[config.mk]
export PLATFORM = sky130hd
export DESIGN_NAME = pulse_meter
export DESIGN_NICKNAME = d
export VERILOG_FILES = /design/src/rtl/pulse_meter.sv
export SDC_FILE = /design/constraint.sdc
export NUM_CORES = 1
export LEC_CHECK = 0
export BUFFER_PORTS_ARGS = -buffer_cell sky130_fd_sc_hd__buf_2
export CORE_ASPECT_RATIO = 0.9
export CORE_MARGIN = 2
export CORE_UTILIZATION = 49
export CTS_CLUSTER_SIZE = 20
export DETAILED_ROUTE_END_ITERATION = 12
export PLACE_DENSITY_LB_ADDON = 0.15
export SYNTH_ARGS = -nofsm -noshare
export SYNTH_HDL_FRONTEND = slang
export SYNTH_SLANG_ARGS = --single-unit
[constraint.sdc]
create_clock -name clk -period 1.8 [get_ports clk]
set_clock_uncertainty 0.1 [all_clocks]
set_input_delay 0.18 -clock clk [delete_from_list [all_inputs] [get_ports clk]]
set_output_delay 0.18 -clock clk [all_outputs]
set_load 0.01 [all_outputs]
[src/rtl/pulse_meter.sv]
// Pulse-width meter: measures the next complete high pulse on an async input
// and hands the width to a consumer over a valid/ready handshake.
module pulse_meter #(
  parameter int MAX_COUNT   = 100,
  parameter int SYNC_STAGES = 2,
  localparam int W = $clog2(MAX_COUNT + 1)
) (
  input  logic         clk,
  input  logic         rst_n,
  input  logic         sig_in,
  input  logic         arm,
  input  logic         abort,
  input  logic         meas_ready,
  output logic         meas_valid,
  output logic [W-1:0] meas_width,
  output logic         meas_ovf,
  output logic         busy
);

  typedef enum logic [1:0] {
    IDLE,
    WAIT_RISE,
    COUNT,
    REPORT
  } state_t;

  localparam logic [W-1:0] MAXV = W'(MAX_COUNT);
  localparam logic [W-1:0] ONE  = W'(1);

  logic [SYNC_STAGES-1:0] sync_q;
  logic                   sync;
  logic                   sync_d;
  logic                   rise;

  state_t         state, state_n;
  logic [W-1:0]   count, count_n;
  logic           ovf, ovf_n;
  logic [W-1:0]   width_n;
  logic           movf_n;

  assign sync = sync_q[SYNC_STAGES-1];
  assign rise = sync & ~sync_d;
  assign busy = (state != IDLE);

  always_ff @(posedge clk or negedge rst_n) begin
    if (!rst_n) begin
      sync_q <= '0;
      sync_d <= 1'b0;
    end else begin
      sync_q <= {sync_q[SYNC_STAGES-2:0], sig_in};
      sync_d <= sync;
    end
  end

  always_comb begin
    state_n = state;
    count_n = count;
    ovf_n   = ovf;
    width_n = meas_width;
    movf_n  = meas_ovf;
    if (abort) begin
      state_n = IDLE;
      count_n = '0;
      ovf_n   = 1'b0;
    end else begin
      unique case (state)
        IDLE: begin
          if (arm) state_n = WAIT_RISE;
        end
        WAIT_RISE: begin
          // A level already high at arm time never produces a rise here.
          if (rise) begin
            count_n = ONE;
            ovf_n   = 1'b0;
            state_n = COUNT;
          end
        end
        COUNT: begin
          if (sync) begin
            if (count == MAXV) ovf_n = 1'b1;
            else               count_n = count + ONE;
          end else begin
            width_n = count;
            movf_n  = ovf;
            state_n = REPORT;
          end
        end
        REPORT: begin
          if (meas_ready) state_n = arm ? WAIT_RISE : IDLE;
        end
        default: state_n = IDLE;
      endcase
    end
  end

  always_ff @(posedge clk or negedge rst_n) begin
    if (!rst_n) begin
      state      <= IDLE;
      count      <= '0;
      ovf        <= 1'b0;
      meas_width <= '0;
      meas_ovf   <= 1'b0;
      meas_valid <= 1'b0;
    end else begin
      state      <= state_n;
      count      <= count_n;
      ovf        <= ovf_n;
      meas_width <= width_n;
      meas_ovf   <= movf_n;
      meas_valid <= (state_n == REPORT);
    end
  end

endmodule

==> results.py, run 1 <==
metrics = {
    "global_route": {
        "gr-usage-all-layers_pct": 18.38,
        "first_global_vias": 787,
        "grt_antenna_before_repair": 0,
        "grt_pass1_wl_um": 3574,
        "grt_remaining_overflow": 0,
        "grt_start_max_net_pins": 23,
    },
    "clock_tree": {
        "clock-sinks": 22,
        "cts_tree": "done",
        "ctsLongestPathBuffers": 2,
        "cts_max_level": 1,
        "clkTransAtPathRegs_ns": 0.12,
        "clock-root-buffer": "sky130_fd_sc_hd__clkbuf_4",
        "tritoncts.num_buffers": 3,
        "clock_latency_ns": 0.31,
    },
    "timing": {
        "grt_setup_unrepaired": "true",
        "max_slew_margin_vs_limit_pct": 66.92,
        "final.hold.worst_slack_ns": 0.07012,
        "finalCritPeriodShare_pct": 93.81,
        "final-setup-viol-count": 0,
        "timing.final.ws_setup_ns": 0.1114,
        "worst_pin_slew_ns": 0.4962,
        "fmaxAchievable_mhz": 592.2,
        "timing.final.max_slew_violations": 0,
        "timing.final.hold_violations": 0,
        "period_needed_ns": 1.689,
    },
    "critical_path": {
        "cp_data_arrival_time_ns": 1.81,
        "worstReg2RegEnd": "count[0]",
        "cp_max_fo": 2,
        "setup.worst_path.start_class": "register",
        "worst_r2r_startpoint": "count[1]",
        "timing.critical_path.slowest_stage_cell": "sky130_fd_sc_hd__or4_4",
        "reg2reg_depth": 6,
        "slowest_cell_delay_on_critical_path_ns": 0.43,
        "critPathKind": "register to register",
        "path_buf_inv": 1,
        "slack_of_the_worst_reg_to_reg_path_ns": 0.11,
        "crit_path_cell_trace": "inv_2, ha_1, nand2_2, or4_4, mux2i_1, a221oi_1",
        "cp_data_required_time_ns": 1.92,
        "cpLargestDelayFamily": "simple AND/OR/NAND/NOR gates",
        "timing.critical_path.to_type": "register",
    },
    "synth": {
        "count_of_flip_flops_with_a_built_in_enable_after_synthesis": 0,
        "synth_async_sr_flop_share_pct": 100.0,
        "post-synth-top-area-cell": "sky130_fd_sc_hd__dfrtp_1",
        "synthTopCellsByArea": "sky130_fd_sc_hd__dfrtp_1 51%, sky130_fd_sc_hd__mux2_4 11%, sky130_fd_sc_hd__nand2_1 2.8%",
        "synth_top_cell_area_share_pct": 50.52,
        "seq_area_frac_synth_pct": 50.52,
        "synthesis.yosys.warnings": 0,
        "syn_area_mm2": 0.001090,
        "postSynth.topFlopCell": "sky130_fd_sc_hd__dfrtp_1",
        "synthesis.nets": 99,
        "syn_inst": 91,
        "post-synth-top-count-cell": "sky130_fd_sc_hd__dfrtp_1",
        "syn-mean-instance-area_um2": 11.98,
        "synth.lib_cells_used.distinct": 34,
        "postSynthRegisterBits": 22,
        "synthTopCellsByCount": "22 x sky130_fd_sc_hd__dfrtp_1, 8 x sky130_fd_sc_hd__mux2_4, 8 x sky130_fd_sc_hd__nand2_1",
    },
    "layout": {
        "fill_cells": 169,
        "syn2layout_area_growth_pct": 20.78,
        "finalNonFillerCells": 144,
        "drive_gt1_share_pct": 38.46,
        "utilization_of_the_core_after_routing_pct": 61.45,
        "final_nets": 126,
        "antenna-diode-count": 0,
    },
    "min_path": {
        "class_of_the_tightest_hold_or_removal_check": "input port to register",
        "timing.hold.worst_path_depth": 2,
        "hold_path.startpoint": "abort",
        "timing.hold.worst_endpoint": "count[0]",
    },
    "drt": {
        "detailroute.via_count": 773,
        "drt-wirelength-per-cell_um": 14.33,
        "route.final.wire_length_um": 2063,
        "antenna_left": 0,
        "route.detailed.vias_per_inst": 5.368,
        "firstDrtPassIters": 4,
        "drt_iter0_drc": 11,
        "post-route-drc-count": 0,
    },
    "placed_design": {
        "dpl.hpwl_um": 1445,
        "dp_cells": 137,
        "gp_routability_congestion": 0.7712,
        "place.port_buffers": 15,
        "dp_worst_setup_slack_ns": 0.05267,
    },
    "outcome": {
        "status": "finished clean",
    },
    "floorplanning": {
        "fp.dieArea_mm2": 0.002618,
        "core_area_mm2": 0.002142,
        "die_h_um": 48.74,
        "die_x_extent_um": 53.71,
        "placement_rows": 16,
        "num_io_pins": 16,
        "initial_utilization_pct": 50.88,
    },
    "power_and_ir_drop": {
        "max-vdd-ir-drop_mv": 0.6990,
        "powerDensity_mw_per_mm2": 737.7,
        "total_leakage_power_nw": 0.6481,
    },
    "job": {
        "count_of_max_cap_constraint_violations": 0,
    },
}
[final cells by class]
class                   instances  area [um2]  area share (%)
inverters                       4       15.01           1.141
flip-flops and latches         22       551.8           41.92
well taps                      27       33.78           2.567
clock buffers                   3       22.52           1.711
repair buffers                 25       155.1           11.79
multi-input cells              62       508.0           38.59
clock inverters                 1       30.03           2.281
[logic make-up (layout without fill, tap and decap cells)]
group           after synthesis  in the layout  synth area share (%)
mux                           9              9                 11.94
buf+inv                       7             33                 4.133
fa+ha+maj                     2              2                 2.296
simple gates                 31             31                 19.06
flops                        22             22                 50.52
compound gates               20             20                 12.05
[metal layers]
layer / track usage (%) / up-vias / wire length, um
met1: 25.70 / 370 / 1031
met5: 0 / - / 0
li1: - / 385 / -
met4: 4.274 / 0 / 8
met3: 6.790 / 2 / 97
met2: 26.83 / 16 / 925
[through the flow]
step                setup TNS (ns)  instance area, um2  power (mW)
floorplan                        0                1090      0.5726
global route             -0.005156                1316       1.027
finish                           0                1316      0.9710
global placement                 0                1221      0.5968
detailed placement               0                1221      0.5978
CTS                              0                1294      0.9824
[repair_timing]
action | CTS | global route
hold buffers | 2 | 0
setup endpoints to repair | 0 | 3
resized for setup | 0 | 6
buffers inserted | 0 | 1
hold endpoints to repair | 23 | 0
[cells in the final DEF (no fill, tap or decap), drive strengths merged]
cell type,count
nor3,1
a221oi,1
bufinv,1
mux2i,1
nand3,3
o21ai,4
or3,1
dlygate4sd3,2
clkbuf,3
a211o,1
a211oi,1
nor3b,2
and2,2
nor2b,2
or3b,1
mux2,8
and4bb,1
nor4,1
nor2,3
or2,2
dfrtp,22
o221ai,1
nand4bb,1
inv,4
a21oi,5
a31oi,2
o22ai,2
and3,1
nand2,8
ha,2
or4b,1
or4,1
o31ai,3
buf,23
[where the power goes]
part,internal [mW],switching [mW]
logic,0.0347,0.0449
clock network,0.225,0.150
registers,0.504,0.0115
[worst max-delay path by stage]
stage               startpoint        to  cells after the start
finish                count[1]  count[0]                      6
detailed placement    count[0]  count[0]                      6
global route          count[0]  count[0]                      6
global placement      count[0]  count[0]                      6
floorplan             count[0]  count[0]                      6
CTS                   count[1]  count[0]                      6
[flip-flops by register name, summed over array words and instances, names as in the netlist]
register	count
count	7
meas_ovf	1
meas_valid	1
meas_width	7
ovf	1
state	2
sync_d	1
sync_q	2
(Power assumes the default switching activity.)
==> run 2: changes to the inputs <==
CELL_PAD_IN_SITES_DETAIL_PLACEMENT = 0   (was unset)
CELL_PAD_IN_SITES_GLOBAL_PLACEMENT = 1   (was unset)
CORE_UTILIZATION = 39   (was 49)
==> results.py, run 2 (synthesis gave the netlist of run 1 again) <==
metrics = {
    "clock_tree": {
        "clkTransAtPathRegs_ns": 0.13,
        "ctsLongestPathBuffers": 2,
        "cts_tree": "done",
        "clock-sinks": 22,
        "clock-root-buffer": "sky130_fd_sc_hd__clkbuf_4",
        "cts_max_level": 1,
        "clock_latency_ns": 0.31,
        "tritoncts.num_buffers": 3,
        "postCtsSetupRepairBufs": 0,
    },
    "timing": {
        "max_slew_margin_vs_limit_pct": 67.44,
        "timing.final.ws_setup_ns": 0.1076,
        "setup_total_negative_slack_ns": 0,
        "final.hold.worst_slack_ns": 0.04885,
        "fmaxAchievable_mhz": 590.9,
        "worst_pin_slew_ns": 0.4883,
        "timing.final.hold_violations": 0,
        "finalCritPeriodShare_pct": 94.02,
        "period_needed_ns": 1.692,
        "final-setup-viol-count": 0,
        "timing.final.max_slew_violations": 0,
        "grt_setup_unrepaired": "false",
    },
    "layout": {
        "antenna-diode-count": 0,
        "utilization_of_the_core_after_routing_pct": 48.70,
        "layout.cells.most_common": "sky130_fd_sc_hd__dfrtp_1",
        "final_nets": 127,
        "reg_top3": "count (7), meas_width (7)",
        "syn2layout_area_growth_pct": 20.78,
        "register_area_um2": 550.5,
        "multi_input_area_um2": 498.0,
        "post-route-cell-area_mm2": 0.001316,
        "drive_gt1_share_pct": 37.29,
        "layout.cells.most_common_list": "22 x sky130_fd_sc_hd__dfrtp_1, 15 x sky130_fd_sc_hd__buf_2, 9 x sky130_fd_sc_hd__buf_4, 8 x sky130_fd_sc_hd__nand2_1, 8 x sky130_fd_sc_hd__mux2_4",
        "fill_cells": 257,
    },
    "critical_path": {
        "crit_path_cell_trace": "or3b_4, nor2_8, mux2_4",
        "cp_data_required_time_ns": 1.90,
        "critPathKind": "register to register",
        "worst_r2r_startpoint": "state[1]",
        "slowest_cell_delay_on_critical_path_ns": 0.51,
        "path_buf_inv": 0,
        "setup.worst_path.start_class": "register",
        "reg2reg_depth": 3,
        "cp_max_fo": 9,
        "worstReg2RegEnd": "meas_width[4]",
        "cpLargestDelayFamily": "simple AND/OR/NAND/NOR gates",
        "timing.critical_path.slowest_stage_cell": "sky130_fd_sc_hd__dfrtp_1",
        "timing.critical_path.to_type": "register",
        "cp_data_arrival_time_ns": 1.79,
        "slack_of_the_worst_reg_to_reg_path_ns": 0.11,
    },
    "job": {
        "count_of_max_cap_constraint_violations": 0,
    },
    "drt": {
        "firstDrtPassIters": 4,
        "route.detailed.vias_per_inst": 5.203,
        "route.final.wire_length_um": 2026,
        "post-route-drc-count": 0,
        "top_signal_layer_used": "met4",
        "drt-wirelength-per-cell_um": 13.69,
        "met2_wirelength_um": 846,
        "drt_iter0_drc": 26,
        "antenna_left": 0,
        "m1WireLength_um": 1088,
        "detailroute.via_count": 770,
        "met3_length_um": 75,
    },
    "power_and_ir_drop": {
        "max-vdd-ir-drop_mv": 0.4188,
        "total_leakage_power_nw": 0.6531,
        "powerDensity_mw_per_mm2": 738.0,
    },
    "placed_design": {
        "place.port_buffers": 15,
        "gp_routability_congestion": 0.7624,
        "dp_worst_setup_slack_ns": 0.06922,
        "placedInstanceArea_mm2": 0.001240,
        "dpl.hpwl_um": 1452,
    },
    "global_route": {
        "grt_start_max_net_pins": 23,
        "grt_remaining_overflow": 0,
        "gr-usage-all-layers_pct": 14.35,
        "first_global_vias": 686,
        "grt_antenna_before_repair": 0,
        "grt_pass1_wl_um": 3291,
    },
    "min_path": {
        "timing.hold.worst_endpoint": "count[0]",
        "class_of_the_tightest_hold_or_removal_check": "input port to register",
        "timing.hold.worst_path_depth": 2,
        "hold_path.startpoint": "abort",
    },
    "floorplanning": {
        "placement_rows": 18,
        "die_h_um": 54.15,
        "fp.dieArea_mm2": 0.003234,
        "initial_utilization_pct": 40.32,
        "die_x_extent_um": 59.72,
        "core_area_mm2": 0.002703,
        "num_io_pins": 16,
    },
    "outcome": {
        "status": "finished clean",
    },
}
[run 2: area by class of cell]
type	instances	share of cell area, %
inverters	4	1.141
clock buffers	3	1.711
well taps	30	2.852
clock inverters	1	2.281
repair buffers	26	12.36
multi-input cells	62	37.83
flip-flops and latches	22	41.83
[run 2: power by group]
part	switching, mW	internal, mW	leakage [nW]
Sequential	0.0118	0.504	0.298
Clock	0.151	0.225	0.0279
Combinational	0.0428	0.0363	0.327
[run 2: layer usage]
layer | track usage [%] | up-vias
met1 | 20.21 | 368
li1 | - | 386
met5 | 0 | -
met4 | 3.333 | 0
met2 | 20.47 | 14
met3 | 5.769 | 2
[run 2: how the worst max path moves through the flow]
stage,start,end,depth (start not counted)
after floorplan,count[0],count[0],6
after global placement,count[0],count[0],6
after detailed placement,count[0],count[0],6
after CTS,count[0],count[0],6
after global routing,count[2],count[0],4
final,state[1],meas_width[4],3
[run 2: through the flow]
stage               total power [mW]  cells
global route                   1.018    148
detailed placement            0.6030    142
floorplan                     0.5726     91
global placement              0.6019    142
CTS                           0.9867    148
finish                        0.9714    148
[run 2: what timing repair did]
item,in CTS,in global routing
setup endpoints to repair,0,1
hold endpoints to repair,23,0
hold buffers,2,0
gates resized for setup,0,3
[run 2: worst reg2reg max path, cell delays in order (launching register included)]
cell	delay (ns)
sky130_fd_sc_hd__dfrtp_1	0.51
sky130_fd_sc_hd__or3b_4	0.46
sky130_fd_sc_hd__nor2_8	0.20
sky130_fd_sc_hd__mux2_4	0.32
